File: src/rtl/mem_arbiter_if.sv
// Requester-side bundle for one arbiter port: request/command toward the
// arbiter, grant and read-return back toward the requester.
interface mem_arbiter_if;
  logic        req;
  logic        we;
  logic [5:0]  addr;
  logic [31:0] data;
  logic        gnt;
  logic        rvalid;
  logic [31:0] rdata;

  modport master (
    output req, we, addr, data,
    input  gnt, rvalid, rdata
  );

  modport slave (
    input  req, we, addr, data,
    output gnt, rvalid, rdata
  );
endinterface

File: src/rtl/mem_arbiter.sv
// Two-port arbiter in front of a 64x32 synchronous-read memory, with a
// built-in clear sequence that walks every word writing zero.
module mem_arbiter #(
  parameter bit FAIR = 1'b1
) (
  input  logic               clk_i,
  input  logic               rst_i,
  mem_arbiter_if.slave       a_if,
  mem_arbiter_if.slave       b_if,
  input  logic               clr_i,
  output logic               busy_o,
  output logic               mem_we_o,
  output logic [5:0]         mem_addr_o,
  output logic [31:0]        mem_data_o,
  input  logic [31:0]        mem_data_i
);

  typedef enum logic {
    ST_IDLE  = 1'b0,
    ST_CLEAR = 1'b1
  } state_e;

  state_e     state_q, state_d;
  logic [5:0] cnt_q, cnt_d;
  logic       last_b_q, last_b_d;
  logic       a_rv_q, a_rv_d;
  logic       b_rv_q, b_rv_d;
  logic       a_gnt, b_gnt;

  // NOTE: every signal written here is given a default first, so no path
  // through the block leaves a value unassigned and no latch is inferred.
  always_comb begin
    state_d    = state_q;
    cnt_d      = cnt_q;
    last_b_d   = last_b_q;
    a_gnt      = 1'b0;
    b_gnt      = 1'b0;
    mem_we_o   = 1'b0;
    mem_addr_o = '0;
    mem_data_o = '0;

    // Reset masks all memory traffic, including an in-flight clear.
    if (!rst_i) begin
      unique case (state_q)
        ST_IDLE: begin
          if (clr_i) begin
            state_d = ST_CLEAR;
            cnt_d   = '0;
          end else begin
            // A wins on conflict unless fair mode says B is owed the slot.
            a_gnt = a_if.req && (!b_if.req || (FAIR == 1'b0) || last_b_q);
            b_gnt = b_if.req && !a_gnt;
            if (a_gnt) begin
              mem_we_o   = a_if.we;
              mem_addr_o = a_if.addr;
              mem_data_o = a_if.data;
              last_b_d   = 1'b0;
            end else if (b_gnt) begin
              mem_we_o   = b_if.we;
              mem_addr_o = b_if.addr;
              mem_data_o = b_if.data;
              last_b_d   = 1'b1;
            end
          end
        end
        ST_CLEAR: begin
          mem_we_o   = 1'b1;
          mem_addr_o = cnt_q;
          cnt_d      = cnt_q + 6'd1;
          if (cnt_q == 6'd63) state_d = ST_IDLE;
        end
        default: state_d = ST_IDLE;
      endcase
    end
  end

  // Memory read data lands one cycle after the grant, so rvalid is a
  // registered copy of "granted read".
  assign a_rv_d = a_gnt && !a_if.we;
  assign b_rv_d = b_gnt && !b_if.we;

  // NOTE: state registers use non-blocking assignments so every flop samples
  // the pre-edge value of its neighbours, independent of statement order.
  always_ff @(posedge clk_i) begin
    if (rst_i) begin
      state_q  <= ST_IDLE;
      cnt_q    <= '0;
      last_b_q <= 1'b1;
      a_rv_q   <= 1'b0;
      b_rv_q   <= 1'b0;
    end else begin
      state_q  <= state_d;
      cnt_q    <= cnt_d;
      last_b_q <= last_b_d;
      a_rv_q   <= a_rv_d;
      b_rv_q   <= b_rv_d;
    end
  end

  assign busy_o      = (state_q == ST_CLEAR);
  assign a_if.gnt    = a_gnt;
  assign b_if.gnt    = b_gnt;
  assign a_if.rvalid = a_rv_q;
  assign b_if.rvalid = b_rv_q;
  assign a_if.rdata  = mem_data_i;
  assign b_if.rdata  = mem_data_i;

endmodule

File: src/flat_wrapper.sv
// flat-port wrapper written by rule: the top's interface ports become plain ports
module mem_arbiter_flat 
#(
  parameter bit FAIR = 1'b1
)
  (clk_i, rst_i, clr_i, busy_o, mem_we_o, mem_addr_o, mem_data_o, mem_data_i, a_if_req, a_if_we, a_if_addr, a_if_data, a_if_gnt, a_if_rvalid, a_if_rdata, b_if_req, b_if_we, b_if_addr, b_if_data, b_if_gnt, b_if_rvalid, b_if_rdata);
  mem_arbiter_if a_if_i ();
  mem_arbiter_if b_if_i ();
  input  logic clk_i;
  input  logic rst_i;
  input  logic clr_i;
  output logic busy_o;
  output logic mem_we_o;
  output logic [5:0] mem_addr_o;
  output logic [31:0] mem_data_o;
  input  logic [31:0] mem_data_i;
  input wire logic [$bits(a_if_i.req)-1:0] a_if_req;
  input wire logic [$bits(a_if_i.we)-1:0] a_if_we;
  input wire logic [$bits(a_if_i.addr)-1:0] a_if_addr;
  input wire logic [$bits(a_if_i.data)-1:0] a_if_data;
  output wire logic [$bits(a_if_i.gnt)-1:0] a_if_gnt;
  output wire logic [$bits(a_if_i.rvalid)-1:0] a_if_rvalid;
  output wire logic [$bits(a_if_i.rdata)-1:0] a_if_rdata;
  input wire logic [$bits(b_if_i.req)-1:0] b_if_req;
  input wire logic [$bits(b_if_i.we)-1:0] b_if_we;
  input wire logic [$bits(b_if_i.addr)-1:0] b_if_addr;
  input wire logic [$bits(b_if_i.data)-1:0] b_if_data;
  output wire logic [$bits(b_if_i.gnt)-1:0] b_if_gnt;
  output wire logic [$bits(b_if_i.rvalid)-1:0] b_if_rvalid;
  output wire logic [$bits(b_if_i.rdata)-1:0] b_if_rdata;
  assign a_if_i.req = a_if_req;
  assign a_if_i.we = a_if_we;
  assign a_if_i.addr = a_if_addr;
  assign a_if_i.data = a_if_data;
  assign a_if_gnt = a_if_i.gnt;
  assign a_if_rvalid = a_if_i.rvalid;
  assign a_if_rdata = a_if_i.rdata;
  assign b_if_i.req = b_if_req;
  assign b_if_i.we = b_if_we;
  assign b_if_i.addr = b_if_addr;
  assign b_if_i.data = b_if_data;
  assign b_if_gnt = b_if_i.gnt;
  assign b_if_rvalid = b_if_i.rvalid;
  assign b_if_rdata = b_if_i.rdata;
  mem_arbiter #(.FAIR(FAIR)) u_core (.clk_i(clk_i), .rst_i(rst_i), .a_if(a_if_i), .b_if(b_if_i), .clr_i(clr_i), .busy_o(busy_o), .mem_we_o(mem_we_o), .mem_addr_o(mem_addr_o), .mem_data_o(mem_data_o), .mem_data_i(mem_data_i));
endmodule
File: config.mk
export PLATFORM = sky130hd
export DESIGN_NAME = mem_arbiter_flat
export DESIGN_NICKNAME = d
export VERILOG_FILES = /design/src/rtl/mem_arbiter_if.sv /design/src/rtl/mem_arbiter.sv /design/src/flat_wrapper.sv
export SDC_FILE = /design/constraint.sdc
export NUM_CORES = 1
export LEC_CHECK = 0
export BUFFER_PORTS_ARGS = -buffer_cell sky130_fd_sc_hd__buf_2
export CORE_AREA = 2 2 86 88
export DETAILED_ROUTE_END_ITERATION = 8
export DIE_AREA = 0 0 88 90
export MAX_ROUTING_LAYER = met4
export PLACE_DENSITY_LB_ADDON = 0.2
export SLEW_MARGIN = 15
export SYNTH_ARGS = -nofsm -noshare
export SYNTH_HDL_FRONTEND = slang
export SYNTH_SLANG_ARGS = --single-unit
export TNS_END_PERCENT = 30
File: constraint.sdc
create_clock -name clk_i -period 1.25 [get_ports clk_i]
set_input_delay 0.125 -clock clk_i [delete_from_list [all_inputs] [get_ports clk_i]]
set_output_delay 0.125 -clock clk_i [all_outputs]
set_load 0.05 [all_outputs]
[Yosys cells after proc, flatten, opt, wreduce, memory -nomap -nowiden]
Cells that the tools add are included.
Storage, ports and cells
  output and inout port bits: 108
  word-level logic and storage cells: 49
  memory bits (read-only): 0
  register bits: 10
  bits in latches: 0
  memories kept: 0
  input port bits: 115
  bits in writable memories: 0
Cells by class
  shift operators: 0
  equal/unequal tests: 2
  add/sub/neg operators: 1
  order comparisons: 0
  bitwise gates (word level): 2
  multiplexer cells: 28
  multiply operators: 0
  reductions and logical operators: 11
  div/mod/pow operators: 0
Operators by type and width (number)
  two-way mux 32 bit: 5
  two-way mux 6 bit: 5
  one-hot mux 6 bit (2 select lines): 2
  two-way mux 1 bit: 14
  adder 6 x 1 -> 6 bit (second input constant): 1
  equality test 6 bit (second input constant): 1
  logical AND 1 bit: 4
  zero test 1 bit: 4
  one-hot mux 1 bit (2 select lines): 2
  AND reduction 3 bit: 1
  inequality test 2 bit (second input constant): 1
  NOT 1 bit: 2
  nonzero test 2 bit: 1
  logical OR 1 bit: 1

[Longest topological paths before layout]
Gate-level depths: netlist (run 1).
  word-level depth: 10
  gate-level depth with buffers: 5
  depth with buffers taken out: 4

[Least setup slack after synthesis (run 1)]
No wires, ideal clock.
  path type: reg2out
  from: register u_core.state_q, in the netlist u_core.busy_o
  to: output mem_we_o
  path slack: -1.169 ns
  buffers on the path: 1
  arrival time: 2.294 ns
  cell stages (with the launch flop): 4
  path through: dfxtp_1 > clkbuf_1 > a31oi_1 > a211oi_1
On the way
  word-level cells in the longest chain between the ends: 3
RTL lines
  start, declared: RTL line mem_arbiter.sv:23  | state_e state_q, state_d;
  start signal, assigned: RTL line mem_arbiter.sv:92  | state_q <= state_d;
  NOT 1 bit (no line)
  one-hot mux 1 bit (2 select lines) (*): RTL line mem_arbiter.sv:44  | unique case (state_q)
  two-way mux 1 bit (*): RTL line mem_arbiter.sv:43  | if (!rst_i) begin
  end, declared: RTL line flat_wrapper.sv:13  | output logic mem_we_o;
Every way passes the cells marked *; elsewhere a longest branch is shown, timed or not.

[Final worst setup path (run 1)]
  from: register u_core.last_b_q
  to: output mem_data_o[31]
On the way
  word-level cells in the longest chain between the ends: 9
RTL lines
  start, declared: RTL line mem_arbiter.sv:25  | logic last_b_q, last_b_d;
  start signal, assigned: RTL line mem_arbiter.sv:94  | last_b_q <= last_b_d;
  logical OR 1 bit (*): RTL line mem_arbiter.sv:51  | a_gnt = a_if.req && (!b_if.req || (FAIR == 1'b0) || last_b_q);
  logical AND 1 bit (*): RTL line mem_arbiter.sv:51
  zero test 1 bit: RTL line mem_arbiter.sv:52  | b_gnt = b_if.req && !a_gnt;
  logical AND 1 bit: RTL line mem_arbiter.sv:52
  two-way mux 32 bit: RTL line mem_arbiter.sv:58  | end else if (b_gnt) begin
  two-way mux 32 bit (*): RTL line mem_arbiter.sv:53  | if (a_gnt) begin
  two-way mux 32 bit (*): RTL line mem_arbiter.sv:46  | if (clr_i) begin
  two-way mux 32 bit (*): RTL line mem_arbiter.sv:44
  two-way mux 32 bit (*): RTL line mem_arbiter.sv:43
  end, declared: RTL line flat_wrapper.sv:15  | output logic [31:0] mem_data_o;
Marked as above.

==> qor.csv, run 1 <==
stage,metric,value,unit
run_status,status,"complete, but fails checks",
run_status,failing checks,negative setup slack,
placed_design,I/O Buffers,126,
routing,# DRC,0,
synth,cell taking the most area after synthesis,buf_4,
cts,clock buffer depth,2,
placed_design,GP Congestion,0.694,
pwr,Worst VDD drop,222,uV
global_routing,Overflow after GRT,0,
die,Core ar.,7020,um2
timing,fin crit share,132,%
routing,routed vias/inst,4.26,
die,Core Rows,31,
cts,clock transition at the registers of the reported paths,0.05,ns
worst_setup_path,startpoint types,flip-flop,
synth,register area share after synthesis,14.5,%
worst_setup_path,worst path required time,1.12,ns
die,Die Ht,90,um
worst_setup_path,Crit Path Class,reg -> out,
timing,Worst Skew,0.00126,ns
worst_setup_path,CP max FO,9,
cts,Root Driver,clkbuf_8,
placed_design,placed instance count,334,
timing,RSZ-0062 raised after global routing,yes,
cts,H-tree depth,1,
cts,Skew-Pair Late Insertion Delay,0.24,ns
synth,Post-Syn Area,1380,um2
cells_and_area,Layout area overhead,64.6,%
worst_hold_path,Hold WC Path Type,in -> reg,
cells_and_area,Nets,357,
routing,wire length per cell,14.2,um
die,Die X,88,um
cts,"Setup Fix Bufs, Post-CTS",0,
cells_and_area,Final Core Density,32.4,%
routing,vias,1448,
cts,CTS sink cnt,10,
worst_setup_path,Setup crit end kind,primary output,
placed_design,HPWL Detailed,3730,um
global_routing,vias in the first global route,1356,
timing,final slew viol count,0,
synth,post-synth cell types,30,
synth,Area contributors post-synth,"buf_4 35%, a22o_1 20%, dfxtp_1 14%",
cells_and_area,fillers,725,
routing,DRT iter0 DRCs,75,
synth,synthesized instance count,172,
cts,CTS Buf Count,3,
routing,final wirelength,4840,um
global_routing,GRT Overall Usage,11.0,%
synth,Synth Net Count,288,
cells_and_area,"most common cell after layout, fill and taps aside",buf_2,
synth,"FF+latch count, synth",10,
global_routing,initial antenna violation count,1,
synth,Simple-Gate Fraction of Synth Area,12.4,%
die,Top Ports,223,
worst_setup_path,Arrival @ worst endpoint,1.52,ns
cts,Post-CTS Hold Buffers,0,
timing,final worst slack,-0.400,ns
timing,fin crit period,1.65,ns
synth,mux cell area share after synthesis,0.725,%
cells_and_area,"non-filler cells, final",340,
die,Die ar.,7920,um2
run,maximum capacitance violations,0,
cells_and_area,layout cell share with drive strength beyond 1,82.1,%
synth,main combinational cell family by area after synthesis,buffers and inverters,
synth,post-synth top area share,34.8,%
synth,Avg Inst Size Synth,8.03,um2
timing,final setup vio count,43,
routing,post-route ant nets,0,
timing,max_slew headroom,82.1,%
cells_and_area,"leading cell types in the layout, fill and taps excluded","84 x buf_2, 27 x buf_4, 22 x a22o_2, 14 x buf_8",
synth,Compound-Gate Fraction of Synth Area,31.5,%
global_routing,global-route wire length before repair,6690,um
routing,Pre-Repair DR Iteration Count,4,
cts,CTS tree,done,
global_routing,largest net degree at the start of global routing,23,
timing,Achievable Freq,0.606,GHz
die,Initial Util,19.7,%
synth,adder-cell share of the synthesized area,0.906,%
pwr,Leak,1.11,nW
synth,post-synthesis xor/xnor area fraction,0,%
timing,Worst Tran Pin Value,0.270,ns
pwr,Pwr Total,0.00144,W
pwr,power density over cell area,635,nW/um2
timing,"Hold Vio Cnt, Final",0,
synth,Synth warnings,0,
==> sequential cells by signal, indices dropped and copies added (netlist names) <==
signal              flops
u_core.b_if.rvalid      1
u_core.last_b_q         1
u_core.a_if.rvalid      1
u_core.busy_o           1
u_core.cnt_q            6
==> metal layers <==
layer | wire length, um | vias up | track usage, % | share of wire [%]
met3 | 487 | 20 | 2.66 | 10
met1 | 1900 | 643 | 12.1 | 39
met5 | 0 | - | - | 0
li1 | - | 705 | - | -
met4 | 103 | 0 | 5.13 | 2.1
met2 | 2350 | 80 | 18.4 | 49
==> report_power, final <==
part | total, W | internal (W) | switching (W) | leakage (nW)
clock network | 0.000422 | 0.000278 | 0.000143 | 0.0288
registers | 0.000338 | 0.000328 | 0.00000982 | 0.0816
logic | 0.000683 | 0.000314 | 0.000369 | 0.999
total | 0.00144 | 0.000920 | 0.000522 | 1.11
==> through the flow <==
| stage | TNS (ns) | area [um2] | hold WS, ns | worst slack [ns] |
|---|---|---|---|---|
| after floorplan | -7.93 | 1530 | 0.197 | -0.237 |
| after global placement | -8.06 | 1860 | 0.250 | -0.266 |
| after detailed placement | -8.42 | 1860 | 0.250 | -0.266 |
| after CTS | -15.29 | 2190 | 0.0649 | -0.408 |
| after global routing | -17.45 | 2270 | 0.0620 | -0.466 |
| final | -14.66 | 2270 | 0.0697 | -0.400 |
==> cell usage after synthesis <==
master and n:
ha_1 1, inv_1 2, a22o_1 32, nand2_1 3, or3b_2 1, mux2i_1 1
buf_2 8, nor3_1 2, clkbuf_1 2, buf_4 64, a31oi_1 2, nor2b_1 5
dfxtp_1 10, nor2_1 3, nor3b_1 1, nand4_1 1, a41oi_1 1, a221o_1 7
o21ai_0 1, clkbuf_2 1, nand2b_1 1, buf_6 1, nand3_1 4, a311o_1 1
a211oi_1 2, and2_1 6, a21oi_1 5, and4_1 1, and3_1 2, a311oi_1 1
==> layout make-up <==
cell class | count | area (um2) | share of cell area [%]
Inverter | 2 | 7.51 | 0.330
Clock buffer | 4 | 55.1 | 2.42
Antenna cell | 1 | 2.50 | 0.110
Timing Repair Buffer | 140 | 1060 | 46.6
Multi-Input combinational cell | 84 | 821 | 36.1
Sequential cell | 10 | 205 | 9.03
Tap cell | 99 | 124 | 5.45
==> timing repair <==
| item | in CTS | in global routing |
|---|---|---|
| endpoints found under the hold margin | 0 | 0 |
| resized for setup | 78 | 20 |
| cloned | 1 | 0 |
| pin swaps | 2 | 6 |
| setup endpoints to repair | 47 | 47 |
==> kinds of logic after synthesis <==
group,after synthesis
buffers and inverters,78
adder cells (fa/ha/maj),1
multiplexers,1
flip-flops,10
AO/OA/AOI/OAI,52
AND/OR/NAND/NOR,30
==> final timing paths <==
kind / cells after the start / start / slack [ns] / end
worst min-delay path: 2 / b_if_we / 0.07 / u_core.b_if.rvalid
worst max register to register: 5 / u_core.busy_o / -0.11 / u_core.cnt_q[5]
worst min register to register: 1 / u_core.cnt_q[5] / 0.52 / u_core.busy_o
worst max-delay path: 5 / u_core.last_b_q / -0.40 / mem_data_o[31]
==> worst max-delay path: stages (launching register included) <==
cell,delay (ns)
dfxtp_2,0.33
nand2b_4,0.13
and3_4,0.17
bufbuf_16,0.27
a22o_2,0.22
buf_8,0.15
(Power assumes the default switching activity.)
==> run 2: changes to the inputs <==
Settings changed: PLACE_DENSITY_LB_ADDON 0.2 to 0.12.
==> run 2 against run 1 <==
  * The run still ends with negative setup slack left
  * Count of clock-buffer cells in the layout is the same
  * Via count grew 4.4%
  * Worst hold slack gained 0.0096 ns
  * Non-clock buffer count grew 5
  * Maximum frequency shrank 1.1%
  * Wire length grew 18%
  * Total power grew 3.5%
  * Sequential power is essentially flat
  * Worst setup slack lost 0.019 ns
  * Die area is the same
  * Sequential cell count is the same
  * Largest cell class unchanged
==> qor.csv, run 2 (same netlist as run 1, synthesis figures left out) <==
stage,metric,value,unit
cells_and_area,register area,208,um2
pwr,Worst VDD drop,294,uV
die,Core ar.,7020,um2
run_status,status,"complete, but fails checks",
pwr,sequential power share,22.8,%
worst_setup_path,CP max stage cell,a221o_2,
cells_and_area,Nets,362,
worst_hold_path,Hold WC Path Type,in -> reg,
routing,final wirelength,5680,um
global_routing,largest net degree at the start of global routing,28,
cts,clock buffer depth,2,
routing,post-route ant nets,0,
placed_design,GP Congestion,0.785,
cts,CTS Buf Count,3,
global_routing,Overflow after GRT,0,
pwr,net switching fraction of the power,36.6,%
pwr,Pwr Total,0.00149,W
placed_design,HPWL Detailed,4490,um
cells_and_area,"leading cell types in the layout, fill and taps excluded","84 x buf_2, 21 x buf_8, 20 x buf_4, 17 x a22o_2",
worst_setup_path,CP cell instances,nand2b_4 -> and3_4 -> buf_12 -> a221o_2 -> buf_8,
worst_setup_path,worst path required time,1.12,ns
timing,final setup vio count,43,
routing,vias,1511,
placed_design,Placed Instance Area,1880,um2
die,Initial Util,19.7,%
timing,RSZ-0062 raised after global routing,yes,
cells_and_area,layout cell share with drive strength beyond 1,82.9,%
worst_setup_path,Max stage delay on crit path,0.35,ns
cells_and_area,Largest register FFs,6,
run_status,failing checks,negative setup slack,
cells_and_area,largest reg by FF count,u_core.cnt_q,
global_routing,initial antenna violation count,0,
die,Die Ht,90,um
die,Die X,88,um
pwr,power density over cell area,618,nW/um2
routing,DRT iter0 DRCs,24,
timing,Worst Tran Pin Value,0.304,ns
cts,clock transition at the registers of the reported paths,0.05,ns
die,Core Rows,31,
cts,Root Driver,clkbuf_8,
worst_setup_path,startpoint types,flip-flop,
timing,fin crit period,1.67,ns
pwr,internal cell power,0.000946,W
cells_and_area,"non-filler cells, final",344,
pwr,Leak,1.17,nW
cells_and_area,Multi-input gate area,856,um2
routing,routed vias/inst,4.39,
pwr,Clk pwr share,28.7,%
timing,Worst Skew,0.00262,ns
timing,Fin Setup TNS,-14.09,ns
global_routing,vias in the first global route,1568,
cells_and_area,Final Core Density,34.4,%
cts,CTS tree,done,
run,maximum capacitance violations,0,
cells_and_area,final instance area,2420,um2
timing,"Hold Vio Cnt, Final",0,
timing,final worst slack,-0.418,ns
routing,wire length per cell,16.5,um
timing,fin crit share,133,%
timing,final slew viol count,0,
cts,H-tree depth,1,
cells_and_area,Layout area overhead,75.0,%
cells_and_area,# diodes,0,
cts,Skew-Pair Late Insertion Delay,0.24,ns
global_routing,GRT Overall Usage,13.4,%
worst_setup_path,CP max FO,13,
pwr,switching power,0.000547,W
timing,max_slew headroom,79.7,%
placed_design,I/O Buffers,126,
timing,Achievable Freq,0.599,GHz
cells_and_area,"most common cell after layout, fill and taps aside",buf_2,
die,Top Ports,223,
pwr,share of total power in combinational logic,48.5,%
cells_and_area,fillers,710,
worst_setup_path,Crit Path Class,reg -> out,
placed_design,placed instance count,337,
routing,Pre-Repair DR Iteration Count,4,
global_routing,global-route wire length before repair,8000,um
routing,# DRC,0,
die,Die ar.,7920,um2
worst_setup_path,Setup crit end kind,primary output,
cts,CTS sink cnt,10,
worst_setup_path,Arrival @ worst endpoint,1.54,ns
-- run 2: cell count changes in the layout (fill, tap and decap cells not counted), sizes merged --
cell and delta:
clkbuf +1, buf +5, diode -1, bufbuf -1
-- run 2: layer usage --
layer / share of wire [%] / GRT usage (%) / up-vias
li1: - / - / 714
met1: 36 / 13.9 / 666
met2: 51 / 23.0 / 82
met3: 8.6 / 2.11 / 49
met4: 5.3 / 8.59 / 0
met5: 0 / - / -
-- run 2: through the flow --
step,hold slack (ns),setup slack [ns]
after detailed placement,0.250,-0.283
after floorplan,0.197,-0.237
after global placement,0.250,-0.298
after CTS,0.0634,-0.411
after global routing,0.0807,-0.474
final,0.0793,-0.418
-- run 2: timing repair --
item	in CTS	in global routing
endpoints found under the hold margin	0	0
gates cloned	1	1
pin swaps	3	8
resized for setup	95	29
endpoints found under the setup margin	47	48
hold buffers	0	0
buffers inserted	0	1
-- run 2: area by class of cell --
| type | count | area share [%] |
|---|---|---|
| clock buffers | 4 | 2.28 |
| well taps | 99 | 5.12 |
| multi-input cells | 84 | 35.4 |
| repair buffers | 145 | 48.3 |
| inverters | 2 | 0.311 |
| flip-flops and latches | 10 | 8.59 |
-- run 2: power groups by stage --
stage	logic, W	clock network [W]	registers [W]
floorplan	0.000879	0	0.000356
global placement	0.000596	0	0.000344
detailed placement	0.000590	0	0.000344
CTS	0.000685	0.000438	0.000339
global route	0.000766	0.000458	0.000342
finish	0.000725	0.000428	0.000340
-- run 2: final timing paths --
kind                        end  slack, ns       startpoint  cells after the start
max               mem_addr_o[2]      -0.42  u_core.last_b_q                      5
min          u_core.b_if.rvalid       0.08          b_if_we                      2
max reg2reg     u_core.cnt_q[5]      -0.10    u_core.busy_o                      5
min reg2reg       u_core.busy_o       0.49  u_core.cnt_q[5]                      1
-- run 2: critical path, delay by kind of cell (launching register included) --
family                 cells  cell delay (ns)
AO/OA/AOI/OAI              1             0.35
AND/OR/NAND/NOR            2             0.32
buffers and inverters      2             0.31
flip-flops                 1             0.33
==> run 3: changes to the inputs <==
Settings changed: SKIP_CTS_REPAIR_TIMING set to 1.
==> run 3 against run 2 <==
  * The run still ends with negative setup slack left
  * Die area unchanged
  * Design area increased by 1.2%
  * First-iteration DRC count decreased by 46%
  * Non-clock buffer count unchanged
  * Sequential power barely moved
  * Wire length rose by 0.74%
  * Sequential share of layout area down 0.054 points
  * Combinational power is 2% higher
  * Register-to-register slack hardly changed
  * Worst hold slack worse by 0.0035 ns
  * Largest power group unchanged
==> qor.csv, run 3 (same netlist as run 1, synthesis figures left out) <==
stage,metric,value,unit
run_status,status,"complete, but fails checks",
run_status,failing checks,negative setup slack,
routing,final wirelength,5730,um
routing,max layer used,met4,
cells_and_area,final instance area,2450,um2
timing,Fin Setup TNS,-13.98,ns
timing,fin crit share,132,%
placed_design,pre-CTS setup slack,-0.283,ns
worst_setup_path,Reg2Reg Setup Slack,-0.11,ns
die,Top Ports,223,
worst_setup_path,CP max FO,13,
die,Core Rows,31,
routing,vias,1520,
cts,clock transition at the registers of the reported paths,0.05,ns
global_routing,GRT Overall Usage,12.9,%
timing,hold slack final,0.0758,ns
routing,DRT iter0 DRCs,13,
worst_setup_path,Crit Path Class,reg -> out,
routing,met3 wire len,527,um
worst_setup_path,Setup crit end kind,primary output,
cells_and_area,layout cell share with drive strength beyond 1,83.3,%
pwr,Worst VDD drop,297,uV
cells_and_area,"leading cell types in the layout, fill and taps excluded","84 x buf_2, 28 x buf_8, 22 x a22o_2, 14 x buf_6, 12 x buf_4",
worst_hold_path,hold path depth,2,
cells_and_area,# diodes,0,
die,Die Ht,90,um
die,Initial Util,19.7,%
timing,Achievable Freq,0.605,GHz
timing,max_slew headroom,79.8,%
timing,RSZ-0062 raised after global routing,yes,
pwr,power density over cell area,614,nW/um2
pwr,Leak,1.17,nW
routing,met1 WL,2010,um
global_routing,global-route wire length before repair,7690,um
worst_hold_path,Hold WC Path Type,in -> reg,
routing,routed vias/inst,4.42,
cts,CTS Buf Count,3,
routing,Pre-Repair DR Iteration Count,4,
cells_and_area,Largest register FFs,6,
timing,fin crit period,1.65,ns
die,Die X,88,um
worst_setup_path,Arrival @ worst endpoint,1.53,ns
placed_design,Placed Instance Area,1880,um2
routing,WL met2,2900,um
cts,Root Driver,clkbuf_8,
global_routing,Overflow after GRT,0,
cts,Skew-Pair Late Insertion Delay,0.24,ns
global_routing,initial antenna violation count,0,
die,Die ar.,7920,um2
placed_design,GP Congestion,0.785,
cts,CTS tree,done,
global_routing,largest net degree at the start of global routing,34,
cts,H-tree depth,1,
placed_design,HPWL Detailed,4490,um
cells_and_area,largest reg by FF count,u_core.cnt_q,
run,maximum capacitance violations,0,
timing,final worst slack,-0.404,ns
cts,clock buffer depth,2,
die,Core ar.,7020,um2
cells_and_area,"most common cell after layout, fill and taps aside",buf_2,
timing,"Hold Vio Cnt, Final",0,
worst_setup_path,worst path required time,1.12,ns
routing,wire length per cell,16.6,um
timing,Worst Skew,0.00237,ns
placed_design,I/O Buffers,126,
worst_setup_path,startpoint types,flip-flop,
worst_setup_path,R2R cell count,5,
cts,CTS sink cnt,10,
routing,post-route ant nets,0,
timing,final setup vio count,44,
cells_and_area,Nets,362,
routing,# DRC,0,
cells_and_area,Layout area overhead,77.2,%
timing,Worst Tran Pin Value,0.302,ns
global_routing,vias in the first global route,1510,
timing,final slew viol count,0,
run 3: changes by cell type in the layout (fill, tap and decap cells not counted), sizes merged:
cell	before	now
buf	144	142
clkbuf	5	7
run 3: stage by stage:
stage,util (%),power (W),std cells
5_1_grt,34.9,0.00158,344
2_1_floorplan,-,0.00124,172
4_1_cts,27.5,0.00137,341
3_3_place_gp,26.8,0.000940,337
6_report,34.9,0.00150,344
3_5_place_dp,26.8,0.000935,337
run 3: power breakdown:
group / switching (W) / internal [W] / total (W)
clock network: 0.000146 / 0.000278 / 0.000425
registers: 0.0000111 / 0.000329 / 0.000340
logic: 0.000386 / 0.000352 / 0.000737
total: 0.000543 / 0.000959 / 0.00150
run 3: cell type report:
type | instances | area [um2]
multi-input combinational | 84 | 826
timing repair buffer | 145 | 1230
clock buffer | 4 | 55.1
inverter | 2 | 7.51
fill | 707 | 4570
tap | 99 | 124
sequential | 10 | 209
run 3: metal layers:
metal	up-vias	global-route usage [%]
li1	711	-
met1	671	13.0
met2	89	22.9
met3	49	2.11
met4	0	7.82
met5	-	-
run 3: path summary, 6_finish.rpt:
kind                        end            start
max               mem_addr_o[5]  u_core.last_b_q
min          u_core.b_if.rvalid          b_if_we
max reg2reg     u_core.cnt_q[5]    u_core.busy_o
min reg2reg       u_core.busy_o  u_core.cnt_q[5]
run 3: worst max-delay path, stage by stage (launching register included):
cell	delay, ns
dfxtp_2	0.32
nand2b_4	0.13
and3_4	0.18
buf_12	0.15
a221o_2	0.34
buf_6	0.16
